## src/rtl/forwarding_hazard_unit_pkg.sv

```systemverilog
// Shared types and helpers for the EX-stage forwarding and load-use hazard unit.
// Holds the per-stage shadow record format and the operand-select encoding.
package forwarding_hazard_unit_pkg;

  localparam int unsigned REG_ADDR_W = 5;

  localparam logic [1:0] FWD_REG = 2'b00;
  localparam logic [1:0] FWD_WB  = 2'b01;
  localparam logic [1:0] FWD_MEM = 2'b10;

  typedef struct packed {
    logic                  valid;
    logic [REG_ADDR_W-1:0] rs1;
    logic [REG_ADDR_W-1:0] rs2;
    logic                  rs1_used;
    logic                  rs2_used;
    logic [REG_ADDR_W-1:0] rd;
    logic                  reg_write;
    logic                  mem_read;
  } stage_rec_t;

  // A stage produces a value for src only if it really writes a non-x0 register.
  function automatic logic produces(input stage_rec_t p, input logic [REG_ADDR_W-1:0] src);
    return p.valid & p.reg_write & (p.rd != '0) & (p.rd == src);
  endfunction

  function automatic logic [1:0] fwd_sel(input logic ex_valid,
                                         input logic src_used,
                                         input logic [REG_ADDR_W-1:0] src,
                                         input stage_rec_t mem,
                                         input stage_rec_t wb);
    logic [1:0] sel;
    sel = FWD_REG;
    if (ex_valid & src_used) begin
      if (produces(mem, src))     sel = FWD_MEM;
      else if (produces(wb, src)) sel = FWD_WB;
    end
    return sel;
  endfunction

endpackage

```

## src/rtl/forwarding_hazard_unit_stage_reg.sv

```systemverilog
// Resettable pipeline shadow-record register; bubble loads an invalid record.
module hazard_stage_reg
  import forwarding_hazard_unit_pkg::*;
(
  input  logic       clk,
  input  logic       reset,
  input  logic       bubble,
  input  stage_rec_t d,
  output stage_rec_t q
);

  stage_rec_t rec_d;
  stage_rec_t rec_q;

  always_comb begin
    rec_d = d;
    if (bubble) rec_d = '0;
  end

  always_ff @(posedge clk) begin
    if (reset) rec_q <= '0;
    else       rec_q <= rec_d;
  end

  assign q = rec_q;

endmodule

```

## src/rtl/forwarding_hazard_unit.sv

```systemverilog
// EX-stage operand forwarding selects plus load-use stall/bubble generation,
// driven from private shadow copies of the ID/EX, EX/MEM and MEM/WB fields.
module forwarding_hazard_unit #(
  parameter int unsigned REG_ADDR_W = 5
) (
  input  logic                  clk,
  input  logic                  reset,
  input  logic                  id_valid,
  input  logic [REG_ADDR_W-1:0] id_rs1,
  input  logic [REG_ADDR_W-1:0] id_rs2,
  input  logic                  id_rs1_used,
  input  logic                  id_rs2_used,
  input  logic [REG_ADDR_W-1:0] id_rd,
  input  logic                  id_reg_write,
  input  logic                  id_mem_read,
  input  logic                  flush,
  output logic [1:0]            forward_a,
  output logic [1:0]            forward_b,
  output logic                  stall,
  output logic                  bubble
);
  import forwarding_hazard_unit_pkg::*;

  stage_rec_t id_rec;
  stage_rec_t ex_q;
  stage_rec_t mem_q;
  stage_rec_t wb_q;
  logic       lu;

  always_comb begin
    id_rec           = '0;
    id_rec.valid     = id_valid;
    id_rec.rs1       = id_rs1;
    id_rec.rs2       = id_rs2;
    id_rec.rs1_used  = id_rs1_used;
    id_rec.rs2_used  = id_rs2_used;
    id_rec.rd        = id_rd;
    id_rec.reg_write = id_reg_write;
    id_rec.mem_read  = id_mem_read;
  end

  hazard_stage_reg u_ex (
    .clk    (clk),
    .reset  (reset),
    .bubble (bubble),
    .d      (id_rec),
    .q      (ex_q)
  );

  hazard_stage_reg u_mem (
    .clk    (clk),
    .reset  (reset),
    .bubble (1'b0),
    .d      (ex_q),
    .q      (mem_q)
  );

  hazard_stage_reg u_wb (
    .clk    (clk),
    .reset  (reset),
    .bubble (1'b0),
    .d      (mem_q),
    .q      (wb_q)
  );

  always_comb begin
    lu = id_valid & ex_q.valid & ex_q.mem_read & (ex_q.rd != '0) &
         ((id_rs1_used & (ex_q.rd == id_rs1)) | (id_rs2_used & (ex_q.rd == id_rs2)));
    // A flushed instruction is discarded, so it must never hold the front end.
    stall     = lu & ~flush;
    bubble    = lu | flush;
    forward_a = fwd_sel(ex_q.valid, ex_q.rs1_used, ex_q.rs1, mem_q, wb_q);
    forward_b = fwd_sel(ex_q.valid, ex_q.rs2_used, ex_q.rs2, mem_q, wb_q);
  end

endmodule

```

## config.mk

```make
export PLATFORM = sky130hd
export DESIGN_NAME = forwarding_hazard_unit
export DESIGN_NICKNAME = d
export VERILOG_FILES = /design/src/rtl/forwarding_hazard_unit_pkg.sv /design/src/rtl/forwarding_hazard_unit_stage_reg.sv /design/src/rtl/forwarding_hazard_unit.sv
export SDC_FILE = /design/constraint.sdc
export NUM_CORES = 1
export LEC_CHECK = 0
export BUFFER_PORTS_ARGS = -buffer_cell sky130_fd_sc_hd__buf_2
export CAP_MARGIN = 20
export CORE_UTILIZATION = 40
export CTS_CLUSTER_DIAMETER = 40
export CTS_CLUSTER_SIZE = 16
export DETAILED_ROUTE_END_ITERATION = 6
export GPL_ROUTABILITY_DRIVEN = 0
export PLACE_DENSITY = 0.72
export SLEW_MARGIN = 15
export SYNTH_ARGS = -nofsm -noshare
export SYNTH_HDL_FRONTEND = slang
export SYNTH_HIERARCHICAL = 1
export SYNTH_SLANG_ARGS = --single-unit
```

## constraint.sdc

```tcl
create_clock -name clk -period 1.4 [get_ports clk]
set_input_delay 0.14 -clock clk [delete_from_list [all_inputs] [get_ports clk]]
set_output_delay 0.14 -clock clk [all_outputs]
set_load 0.05 [all_outputs]
```

* After elaboration in Yosys (flattened, before gate mapping)
Index checks and enable logic that the tools add are counted.
** Storage, ports and cells
- Word-level logic and storage cells :: 50
- Output and inout bits :: 6
- Flip-flop bits (word level) :: 34
** Cells by class
- Reductions and logical operators :: 4
- Multiplexer cells :: 6
- Eq/ne operators :: 6
- Bitwise operators :: 20
** Operators by type and width (count)
- 5-bit == test :: 6
- 1-bit bitwise AND :: 17
- 5-bit nonzero test :: 3
- 2-bit two-way mux :: 4
- 1-bit two-way mux :: 2
- 1-bit bitwise OR :: 2
- 2-bit OR reduction :: 1
- 1-bit NOT :: 1

* Depth between registers and ports, before layout
Gate-level depths: netlist of run 1.
- Depth after elaboration :: 6
- Mapped depth :: 6
- Depth with buffers taken out :: 5

* Modules after synthesis
The synthesis of run 1 kept the hierarchy.
** Modules (own cells, without submodules)
- hazard_stage_reg :: times used 3, area each 700.7 µm², cells each 44
- forwarding_hazard_unit :: times used 1, area each 432.9 µm², cells each 55

* Worst setup path before layout of run 1
Ideal clock, no wire load.
- Path type :: flip-flop to output port
- Start point :: reg u_mem.rec_q, in the netlist u_mem/q[3]
- End point :: out forward_b[0]
- Cell stages (with the launch flop) :: 5
- Setup slack :: -0.913 ns
- Arrival time :: 2.173 ns
- Data required time :: 1.260 ns
- Cells stage by stage :: dfxtp_1 or4_1 o211ai_2 nor4_1 nor3_1
** On the way
- Cells in the longest elaborated chain, start to end :: 5
- Elaborated cells on any way between the ends :: 6
** RTL lines
- start: declaration :: RTL line forwarding_hazard_unit_stage_reg.sv:13 : stage_rec_t rec_q;
- start signal: assignment :: RTL line forwarding_hazard_unit_stage_reg.sv:22 : else rec_q <= rec_d;
- 5-bit nonzero test :: RTL line forwarding_hazard_unit_pkg.sv:24 : return p.valid & p.reg_write & (p.rd != '0) & (p.rd == src);
- 1-bit bitwise AND :: RTL line forwarding_hazard_unit_pkg.sv:24
- 1-bit bitwise AND (*) :: RTL line forwarding_hazard_unit_pkg.sv:24
- 2-bit two-way mux (*) :: RTL line forwarding_hazard_unit_pkg.sv:35 : if (produces(mem, src)) sel = FWD_MEM;
- 2-bit two-way mux (*) :: RTL line forwarding_hazard_unit_pkg.sv:34 : if (ex_valid & src_used) begin
- end: declaration :: RTL line forwarding_hazard_unit.sv:18 : output logic [1:0] forward_b,
Mark *: on every way between the ends. The rest lies on a longest branch, timed or not.

* Worst setup path in the final report of run 1
Ends and elaborated chain as after synthesis.

==> flow_metrics.tcl, run 1 <==
set metrics [dict create \
    grt_pass1_vias 1273 \
    tns_ns -9.45 \
    cts-htree-levels 2 \
    layout_commonest_cell "nor3b_2" \
    wire_per_inst_um 14.6 \
    path_clk_slew_ns 0.07 \
    die_w_um 67.0 \
    fin_cells 240 \
    grtUsageTotal_pct 18.2 \
    area_growth_pct 40.1 \
    cts_max_path_buffers 2 \
    diodes 0 \
    cp_num_buf_inv 1 \
    cts_sinks 34 \
    drtPass1Iterations 4 \
    p_leak_nw 0.965 \
    via_per_inst 4.75 \
    dp_cells 228 \
    seqCellArea_um2 697 \
    grt_max_degree 25 \
    finClkSkew_ns 0.00425 \
    nFillCells 340 \
    max-cap-violations 0 \
    grt-ovfl-total 0 \
    port_buffers 28 \
    critPathLaunchType "flop" \
    vdd_drop_max_mv 0.671 \
    end_kind "primary output" \
    outcome "complete, but fails checks" \
    failed_checks "negative setup slack" \
    nets 212 \
    cts_hold_buf 0 \
    power.density_mw_per_mm2 862 \
    criticalPathCategory "reg2out" \
    fin_ws_ns -0.550 \
    drt_iter0_markers 18 \
    rsz0062_at_grt "true" \
    required_ns 1.26 \
    critPathSlowestCell "or4_4" \
    drc_errors 0 \
    cts-root-buf "clkbuf_8" \
    final_antenna_net_count 0 \
    cts_buffers 5 \
    critPathMaxStageDelay_ns 0.54 \
    routed_wl_um 3510 \
    post-route-period-util_pct 139 \
    slew_viol_final 0 \
    final_layout_size_suffix_gt1_share_pct 65.3 \
    worstPathArrival_ns 1.81 \
    dp_slack_ns -0.406 \
    final_cell_mix "nor3b_2, dfxtp_1, buf_2" \
    start_util_pct 41.9 \
    ys_warn_count 6 \
    fp.dieH_um 67.0 \
    holdCritPathClass "in2reg" \
    synth_cells 135 \
    vias 1139 \
    fin_util_pct 58.8 \
    antenna_found_initial 0 \
    hold-worst-slack_ns 0.0930 \
    placementRows 23 \
    dieArea_mm2 0.00449 \
    num_io_pins 29 \
    fmax_mhz 513 \
    dp_hpwl_um 2610 \
    finalSetupViolCount 26 \
    finalHoldViolations 0 \
    period_needed_ns 1.95 \
    critical_path.cell_chain "or4_4, o211ai_4, nor4_4, nor3_4, buf_6" \
    cpLargestDelayFamily "simple AND/OR/NAND/NOR gates" \
    cts_tree "built" \
    clock_latency_ns 0.28 \
    netlist_area_mm2 0.00169 \
    multi_input_area_mm2 0.00106 \
    core_mm2 0.00403 \
    synth_area_per_cell_um2 12.5 \
    grt_first_pass_wirelength_um 5760 \
    cp_max_fo 3 \
]
==> registers in the layout, indices dropped and copies added (netlist names) <==
name / count
u_ex/q: 20
u_mem/q: 7
u_wb/q: 7
==> path summary, 6_finish.rpt <==
check	slack (ns)	depth (start not counted)	startpoint	end
worst max-delay path	-0.55	5	u_mem/q[3]	forward_b[0]
worst min-delay path	0.09	2	id_rd[4]	u_ex/q[6]
worst max register to register	-0.36	6	u_ex/q[3]	u_ex/q[7]
worst min register to register	0.49	1	u_ex/q[1]	u_mem/q[1]
==> final cells by class <==
class	count	area share, %
clock buffers	7	3.65
clock inverters	1	0.211
multi-input cells	92	44.9
flip-flops and latches	34	29.4
well taps	50	2.64
repair buffers	56	19.1
==> stage by stage <==
step | cell area (um^2) | total power (W)
4_1_cts | 2270 | 0.00203
3_5_place_dp | 2040 | 0.00128
5_1_grt | 2370 | 0.00214
2_1_floorplan | 1790 | 0.00122
6_report | 2370 | 0.00204
3_3_place_gp | 2040 | 0.00128
==> power breakdown <==
| group | internal (W) | switching [W] | leakage (nW) | total [W] |
|---|---|---|---|---|
| clock | 0.000396 | 0.000329 | 0.0482 | 0.000726 |
| combinational | 0.000152 | 0.000142 | 0.636 | 0.000294 |
| sequential | 0.000993 | 0.0000285 | 0.281 | 0.00102 |
==> worst register-to-register path: cells and delay by family, from the launching register on <==
family,cells,cell delay [ns]
AOI/OAI and AO/OA,2,0.35
and+or+nand+nor,2,0.70
buffers and inverters,2,0.29
DFF,1,0.36
==> per-layer routing <==
layer  track usage (%)  routed length [um]  vias up
li1                  -                   -      572
met1              19.8                1470      530
met2              32.4                1830       31
met3              5.48                 159        6
met4              7.18                  55        0
met5                 0                   0        -
==> timing repair <==
action,in CTS,in global routing
pin swaps,10,11
setup endpoints to repair,26,26
gates resized for setup,29,13
setup buffers,3,1
gates cloned,0,1
Note: power is estimated with default switching activity, not from simulation.
==> run 2: changes to the inputs <==
--- a/config.mk
+++ b/config.mk
@@ -14,3 +14,4 @@
 export GPL_ROUTABILITY_DRIVEN = 0
-export PLACE_DENSITY = 0.72
+export PLACE_DENSITY = 0.7
+export SKIP_LAST_GASP = 1
 export SLEW_MARGIN = 15
==> constraint.sdc (replaced) <==
create_clock -name clk -period 1.8 [get_ports clk]
set_input_delay 0.18 -clock clk [delete_from_list [all_inputs] [get_ports clk]]
set_output_delay 0.18 -clock clk [all_outputs]
set_load 0.005 [all_outputs]
==> run 2 against run 1 <==
  * The run still ends with negative setup slack left
  * Global-route usage about the same
  * Non-clock buffer count is 14 lower
  * Clock skew about the same
  * Wire length decreased by 1.9%
  * Combinational power decreased by 38%
  * Via count is 4.6% lower
  * Clock power fell by 21%
  * Die area did not move
==> flow_metrics.tcl, run 2 (synthesis gave the netlist of run 1 again) <==
set metrics [dict create \
    outcome "complete, but fails checks" \
    failed_checks "negative setup slack" \
    slew_viol_final 0 \
    p_leak_nw 0.852 \
    required_ns 1.62 \
    final_cell_mix "nor3b_2, buf_2, dfxtp_1" \
    p_sw_w 0.000372 \
    fin_ws_ns -0.184 \
    diodes 0 \
    period_needed_ns 1.98 \
    holdCritPathClass "in2reg" \
    wire_per_inst_um 15.2 \
    cts_tree "built" \
    drt_iter0_markers 28 \
    dp_cells 211 \
    criticalPathCategory "reg2out" \
    path_clk_slew_ns 0.07 \
    multi_input_area_um2 955 \
    largest_reg_flops 20 \
    vdd_drop_max_mv 0.500 \
    layout_commonest_cell "nor3b_2" \
    cts_max_path_buffers 2 \
    final_antenna_net_count 0 \
    post-route-period-util_pct 110 \
    cts_buffers 5 \
    cts_sinks 34 \
    fp.dieH_um 67.0 \
    grt_max_degree 17 \
    nFillCells 364 \
    seqCellArea_um2 693 \
    hold-worst-slack_ns 0.127 \
    seqPwrFrac_pct 51.4 \
    fin_util_pct 51.4 \
    placementRows 23 \
    finClkSkew_ns 0.00433 \
    die_w_um 67.0 \
    vias 1087 \
    drtPass1Iterations 4 \
    cts-htree-levels 2 \
    area_growth_pct 22.6 \
    via_per_inst 4.81 \
    start_util_pct 41.9 \
    critPathLaunchType "flop" \
    routed_wl_um 3450 \
    grtUsageTotal_pct 18.2 \
    drc_errors 0 \
    cp_max_fo 2 \
    end_kind "primary output" \
    fin_cells 226 \
    clock_latency_ns 0.28 \
    final_layout_size_suffix_gt1_share_pct 56.8 \
    grt_pass1_vias 1218 \
    finalHoldViolations 0 \
    cts_hold_buf 0 \
    clkPwrFrac_pct 36.9 \
    max-cap-violations 0 \
    dieArea_mm2 0.00449 \
    grt-ovfl-total 0 \
    nets 198 \
    grt_first_pass_wirelength_um 5710 \
    worstPathArrival_ns 1.80 \
    cts-root-buf "clkbuf_8" \
    rsz0062_at_grt "true" \
    core_mm2 0.00403 \
    num_io_pins 29 \
    finalSetupViolCount 6 \
    dp_hpwl_um 2530 \
    p_comb_share_pct 11.7 \
    fmax_mhz 504 \
    intPower_w 0.00117 \
    antenna_found_initial 0 \
    p_sw_share_pct 24.1 \
    power.density_mw_per_mm2 746 \
    port_buffers 28 \
]
[run 2: through the flow]
| step | total power [W] | instance area, um^2 | TNS, ns | setup WS (ns) |
|---|---|---|---|---|
| 6_report | 0.00154 | 2070 | -0.785 | -0.184 |
| 5_1_grt | 0.00162 | 2070 | -1.24 | -0.254 |
| 4_1_cts | 0.00156 | 2020 | -0.797 | -0.180 |
| 3_5_place_dp | 0.000965 | 1820 | 0 | 0.0629 |
| 3_3_place_gp | 0.000961 | 1820 | 0 | 0.130 |
| 2_1_floorplan | 0.000932 | 1700 | 0 | 0.208 |
[run 2: routing by layer]
layer  share of wire, %  GRT usage, %
met4                3.6          12.5
met2                 52          31.7
met1                 40          18.8
met3                4.3          4.79
met5                  0             0
[run 2: layout make-up]
cell class	count	area share (%)
multi-input combinational	92	46.1
sequential	34	33.5
timing repair buffer	42	13.0
clock buffer	7	4.17
tap	50	3.02
clock inverter	1	0.242
[run 2: critical path: stages, from the launching register on]
cell,delay [ns]
dfxtp_4,0.34
or4_4,0.53
o211ai_4,0.21
buf_6,0.13
nor4_4,0.03
and3_1,0.15
buf_2,0.12
[run 2: what timing repair did]
action / 4_1_cts / 5_1_grt
buffers inserted: 4 / 3
setup endpoints to repair: 6 / 8
endpoints found under the hold margin: 0 / 0
gates resized for setup: 16 / 7
pin swaps: 9 / 3
[run 2: final timing paths]
kind                  end  startpoint  slack, ns  depth (start not counted)
max          forward_a[1]  u_mem/q[3]      -0.18                          6
max reg2reg     u_ex/q[3]   u_ex/q[4]       0.07                          6
min reg2reg    u_mem/q[1]   u_ex/q[1]       0.49                          1
min             u_ex/q[2]    id_rd[0]       0.13                          2
[run 2: power groups by stage]
stage / registers (W) / logic, W / clock network, W
6_report: 0.000794 / 0.000181 / 0.000570
5_1_grt: 0.000795 / 0.000194 / 0.000627
4_1_cts: 0.000794 / 0.000173 / 0.000593
3_5_place_dp: 0.000811 / 0.000154 / 0
3_3_place_gp: 0.000810 / 0.000150 / 0
2_1_floorplan: 0.000806 / 0.000126 / 0
